--- config.mk ---
export PLATFORM = sky130hd
export DESIGN_NAME = icache_ctrl
export DESIGN_NICKNAME = d
export VERILOG_FILES = /design/src/rtl/icache_ctrl_pkg.sv /design/src/rtl/icache_word_sel.sv /design/src/rtl/icache_ctrl.sv
export SDC_FILE = /design/constraint.sdc
export NUM_CORES = 2
export LEC_CHECK = 0
export ABC_AREA = 1
export CORE_MARGIN = 4
export CORE_UTILIZATION = 45
export DETAILED_ROUTE_END_ITERATION = 12
export PLACE_DENSITY = 0.65
export SKIP_CTS_REPAIR_TIMING = 1
export SLEW_MARGIN = 20
export SYNTH_ARGS = -nofsm -noshare
export SYNTH_HDL_FRONTEND = slang
export SYNTH_SLANG_ARGS = --single-unit
--- constraint.sdc ---
create_clock -name clk -period 10.4 [get_ports clk]
set_input_delay 1.04 -clock clk [delete_from_list [all_inputs] [get_ports clk]]
set_output_delay 1.04 -clock clk [all_outputs]
set_load 0.005 [all_outputs]
--- src/rtl/icache_ctrl_pkg.sv ---
`default_nettype none
// ============================================================================
// Module      : icache_ctrl_pkg
// Description : Shared sizing constants and FSM state encodings for the
//               direct-mapped instruction cache and its refill sequencer.
// Revision    : 1.0 - initial release
// ============================================================================
package icache_ctrl_pkg;

  // Widths shared with the rest of the core and the memory controller
  localparam int ADDR_WID             = 32;
  localparam int MEM_CTRL_IF_DATA_LEN = 16;  // bytes per refill beat == line size
  localparam int IF_DATA_WID          = 32;  // instruction word width

  // Cache geometry
  localparam int ICACHE_SET_NUM = 16;
  localparam int ICACHE_IDX_WID = $clog2(ICACHE_SET_NUM);

  // Refill sequencer state encoding
  typedef logic [0:0] icache_state_t;
  localparam logic [0:0] ICACHE_IDLE = 1'b0;
  localparam logic [0:0] ICACHE_MISS = 1'b1;

endpackage
`default_nettype wire

--- src/rtl/icache_word_sel.sv ---
`default_nettype none
// ============================================================================
// Module      : icache_word_sel
// Description : Combinational mux returning one little-endian 32-bit word of
//               a cache line, selected by the byte offset of the fetch PC.
// Revision    : 1.0 - initial release
// ============================================================================
module icache_word_sel
  import icache_ctrl_pkg::*;
#(
  parameter int LINE_BYTES = MEM_CTRL_IF_DATA_LEN
) (
  input  logic [LINE_BYTES*8-1:0]       line,
  input  logic [$clog2(LINE_BYTES)-1:0] offset,
  output logic [IF_DATA_WID-1:0]        word
);

  localparam int OFF   = $clog2(LINE_BYTES);
  localparam int WORDS = LINE_BYTES / 4;

  generate
    if (LINE_BYTES == 4) begin : g_single
      // A one-word line needs no selection; the offset only addresses bytes
      logic w_unused;
      assign w_unused = &{1'b0, offset};
      assign word     = line;
    end else begin : g_multi
      logic          w_unused;
      logic [OFF-3:0] w_word_idx;

      // Byte-within-word bits are always zero for aligned fetches
      assign w_unused   = &{1'b0, offset[1:0]};
      assign w_word_idx = offset[OFF-1:2];

      // Pick the addressed word; byte i of the line sits at [8i+7:8i]
      always_comb begin
        word = '0;
        for (int i = 0; i < WORDS; i++) begin
          if (w_word_idx == i[OFF-3:0]) begin
            word = line[i*IF_DATA_WID +: IF_DATA_WID];
          end
        end
      end
    end
  endgenerate

endmodule
`default_nettype wire

--- src/rtl/icache_ctrl.sv ---
`default_nettype none
// ============================================================================
// Module      : icache_ctrl
// Description : Direct-mapped instruction cache with a single-outstanding
//               line refill sequencer toward the memory controller fetch port.
//               Lookup is purely combinational and works during a refill.
// Revision    : 1.0 - initial release
// ============================================================================
module icache_ctrl
  import icache_ctrl_pkg::*;
#(
  parameter int LINE_BYTES = MEM_CTRL_IF_DATA_LEN,
  parameter int SET_NUM    = ICACHE_SET_NUM,
  parameter int ADDR_W     = ADDR_WID
) (
  input  logic                    clk,
  input  logic                    rst,
  input  logic                    rdy,
  input  logic                    rollback,
  input  logic                    fe_req,
  input  logic [ADDR_W-1:0]       fe_pc,
  output logic                    fe_hit,
  output logic [IF_DATA_WID-1:0]  fe_inst,
  output logic                    mc_en,
  output logic [ADDR_W-1:0]       mc_pc,
  input  logic                    mc_done,
  input  logic [LINE_BYTES*8-1:0] mc_data
);

  localparam int OFF    = $clog2(LINE_BYTES);
  localparam int IDX    = $clog2(SET_NUM);
  localparam int TAG_W  = ADDR_W - OFF - IDX;
  localparam int LINE_W = LINE_BYTES * 8;

  icache_state_t     r_state;
  logic              r_mc_en;
  logic [ADDR_W-1:0] r_mc_pc;
  logic [SET_NUM-1:0] r_valid;
  logic [TAG_W-1:0]  r_tag  [SET_NUM];
  logic [LINE_W-1:0] r_data [SET_NUM];

  logic [IDX-1:0]    w_idx;
  logic [TAG_W-1:0]  w_tag;
  logic [IDX-1:0]    w_ridx;
  logic [TAG_W-1:0]  w_rtag;
  logic              w_hit;
  logic              w_fill;

  // Fetch address split
  assign w_idx  = fe_pc[OFF+IDX-1:OFF];
  assign w_tag  = fe_pc[ADDR_W-1:OFF+IDX];

  // Refill target comes from the latched line address, never from fe_pc
  assign w_ridx = r_mc_pc[OFF+IDX-1:OFF];
  assign w_rtag = r_mc_pc[ADDR_W-1:OFF+IDX];

  // Lookup ignores the FSM so resident lines keep hitting during a refill
  assign w_hit  = fe_req & r_valid[w_idx] & (r_tag[w_idx] == w_tag);
  assign fe_hit = w_hit;

  // A completed refill is accepted only while waiting for one
  assign w_fill = ~rst & rdy & (r_state == ICACHE_MISS) & mc_done;

  assign mc_en  = r_mc_en;
  assign mc_pc  = r_mc_pc;

  icache_word_sel #(
    .LINE_BYTES (LINE_BYTES)
  ) u_word_sel (
    .line   (r_data[w_idx]),
    .offset (fe_pc[OFF-1:0]),
    .word   (fe_inst)
  );

  // Refill sequencer: launch one line fetch per miss, install on completion
  always_ff @(posedge clk) begin
    if (rst) begin
      r_state <= ICACHE_IDLE;
      r_mc_en <= 1'b0;
      r_mc_pc <= '0;
      r_valid <= '0;
    end else if (rdy) begin
      case (r_state)
        ICACHE_IDLE: begin
          // A flushed request must not pull a line the pipeline no longer wants
          if (fe_req && !w_hit && !rollback) begin
            r_mc_pc <= {fe_pc[ADDR_W-1:OFF], {OFF{1'b0}}};
            r_mc_en <= 1'b1;
            r_state <= ICACHE_MISS;
          end
        end
        ICACHE_MISS: begin
          // The memory controller cannot cancel, so rollback is ignored here
          if (mc_done) begin
            r_valid[w_ridx] <= 1'b1;
            r_mc_en         <= 1'b0;
            r_state         <= ICACHE_IDLE;
          end
        end
        default: r_state <= ICACHE_IDLE;
      endcase
    end
  end

  // Tag and data arrays are qualified by valid, so they carry no reset
  always_ff @(posedge clk) begin
    if (w_fill) begin
      r_tag[w_ridx]  <= w_rtag;
      r_data[w_ridx] <= mc_data;
    end
  end

endmodule
`default_nettype wire

==> key figures <==
Min path
  – Hold/Removal Path Class: reg -> reg
  – Hold EP: r_valid[2]$_SDFFE_PP0P_
  – Hold Crit Depth: 2
  – Hold wc startpoint: r_valid[2]$_SDFFE_PP0P_

Setup path
  – WP buf/inv: 5
  – CP Cell Sequence: buf_8 > inv_8 > buf_4 > buf_4 > o21ai_0 > o221ai_1 > nand3_1 > nand2_1 > nand2_1 > nand4_1 > clkdlybuf4s50_1
  – Crit path max-delay cell type: buf_4
  – FF-to-FF End: r_data[6][72]$_DFFE_PP_
  – Crit. End Element: output port
  – FF-to-FF Start: r_state$_SDFFE_PP0P_
  – R2R depth: 6
  – Arrival time worst endpoint: 5400 ps
  – R2R Setup Slk: 6620 ps
  – Critical path class: in -> out
  – Critical Path Fanout Max: 107
  – Worst setup SP type: input port
  – Slowest Stage Delay on Critical Path: 850 ps
  – Req. time, crit path: 9360 ps
  – Crit path max-delay family: buffers and inverters

Layout
  – Post-layout nets: 7593
  – Synth-to-Final Area Change: 13.1%
  – Commonest non-fill, non-tap cell in the layout: edfxtp_1
  – Share of cells above drive strength 1: 6.28%
  – Post-route design area: 0.110 mm²
  – Finished Core Util: 51.2%
  – Most frequent cells in the layout: 2432 x edfxtp_1, 1186 x nor2_1, 1111 x o21ai_0, 744 x nand2_1, 405 x nand3_1

Routing
  – Iter 0 DRT Violations: 8119
  – Drt wl/cell: 26.2 µm
  – Residual DRC: 0
  – Antenna-violating nets left: 0
  – Met2 WL post-DR: 129000 µm
  – DR vias/cell: 6.02
  – DR vias: 63172
  – Routed met1 length: 112000 µm
  – DRT Wirelength: 275000 µm
  – TritonRoute pass-1 iters: 6
  – Top routing layer used: met5
  – Routed wl met3: 24200 µm

Yosys
  – Warnings from Yosys: 0
  – Sequential share of the synthesized area: 76.0%
  – Top_reg_cell synth: edfxtp_1
  – Synth Area per Inst: 13.2 µm²
  – Netlist cell types: 32
  – Share of flip-flops with an asynchronous set or reset: 0%
  – #FFs+latches synth: 2478
  – Mapped Area: 0.0973 mm²
  – Number of enable flip-flop cells after synthesis: 2432
  – Syn Inst Count: 7392

Power and ir drop
  – Maximum vdd drop: 0.000185 V
  – LEAKAGE: 0.0352 µW
  – Tot Pwr: 20800 µW
  – Power Dens Cells: 189 mW/mm²

Floorplan
  – Row count: 170
  – IO Pins: 232
  – DIE WIDTH: 473 µm
  – Die Height: 473 µm
  – Die area: 0.224 mm²
  – Core ar.: 0.215 mm²
  – Starting density of the core: 45.3%

Place
  – Post-DP HPWL: 134000 µm
  – GP Congestion: 0.801
  – I/O Buffers: 225
  – Placement Setup Slack: 4070 ps
  – Post-DP Area: 0.102 mm²

STA
  – Final Hold Fails: 0
  – Final Skew: 43.5 ps
  – Post-route setup slack: 3960 ps
  – Fin crit share: 62.0%
  – Final setup viols: 0
  – Final Max Slew Viols: 0
  – Rel. slew slack: 25.8%
  – Setup TNS Final: 0 ps
  – Unrepaired setup endpoints after global routing: no
  – Fmax: 155 MHz
  – Tmin final: 6440 ps
  – Worst-margin pin slew: 1110 ps

Clocking
  – CTS Sinks: 2478
  – Clk_lat worst skew: 870 ps
  – Clk slew on worst S/H paths: 60 ps
  – Root Buffer: clkbuf_16
  – CTS tree: done
  – CTS buffer count: 237
  – H-tree depth: 4
  – Deepest clock path buffer count: 3

Global route
  – Overall Global Routing Usage: 23.9%
  – Initial antenna violation count: 49
  – Global-route wire length before repair: 400000 µm
  – Total congestion overflow: 0
  – Largest net degree at the start of global routing: 226
  – Vias in the first global route: 59710

Outcome
  – Status: completed

Job
  – Max-cap violation count: 0
-- report_power, final --
part / leakage (µW) / switching, µW / internal [µW]
clock network: 0.00381 / 3690 / 4940
registers: 0.0220 / 25.5 / 11000
logic: 0.00943 / 809 / 339
-- metal layers --
layer	vias to the layer above	track usage (%)
met5	-	0
met2	3136	37.8
met3	478	3.91
met4	22	8.46
met1	31827	33.6
li1	27709	-
-- how the worst max path moves through the flow --
stage	start	end	depth (start not counted)
global route	fe_pc[4]	fe_inst[26]	11
CTS	fe_pc[4]	fe_inst[26]	11
detailed placement	fe_pc[4]	fe_inst[26]	11
global placement	fe_pc[4]	fe_hit	15
floorplan	mc_done	r_data[0][0]$_DFFE_PP_	4
finish	fe_pc[4]	fe_inst[26]	11
-- worst reg2reg max path: cells and delay by family (launching register included) --
kind,cells,cell delay [ps]
buffers and inverters,2,1390
flip-flops,1,350
AND/OR/NAND/NOR,4,1690
-- sequential cells by signal, indices dropped and copies added (netlist names) --
register and flops:
mc_en 1, mc_pc 28, r_data 2048, r_state 1
r_tag 384, r_valid 16
-- final cells by class --
type | instances | area, µm²
Fill cell | 17853 | 105000
Sequential cell | 2478 | 74000
Multi-Input combinational cell | 4267 | 20900
Clock buffer | 302 | 6280
Tap cell | 2838 | 3550
Timing Repair Buffer | 334 | 3400
Clock inverter | 139 | 1530
Inverter | 109 | 439
Antenna cell | 18 | 45.0
-- through the flow --
step / hold slack [ps] / cells
finish: 459 / 10485
global route: 489 / 10480
floorplan: 423 / 7395
global placement: 435 / 10025
detailed placement: 440 / 10025
CTS: 455 / 10466
-- cells in the mapped netlist, types with 28 or more instances --
master | count | area (µm²)
a21oi_1 | 50 | 250
buf_1 | 28 | 105
buf_2 | 112 | 561
clkbuf_1 | 386 | 1450
dfxtp_1 | 46 | 921
edfxtp_1 | 2432 | 73000
inv_1 | 105 | 394
nand2_1 | 744 | 2790
nand3_1 | 406 | 2030
nand4_1 | 33 | 206
nor2_1 | 1204 | 4520
o211ai_1 | 126 | 946
o21ai_0 | 1112 | 5570
o21ai_1 | 37 | 185
o221ai_1 | 298 | 2610
o22ai_1 | 229 | 1430
-- kinds of logic after synthesis --
family	count (synthesis)	share of synthesized area, %
other	1	0.00385
buffers and inverters	650	2.72
DFF	2478	76.0
and+or+nand+nor	2400	9.89
AOI/OAI and AO/OA	1863	11.4
Power figures use the tool's default switching activity.
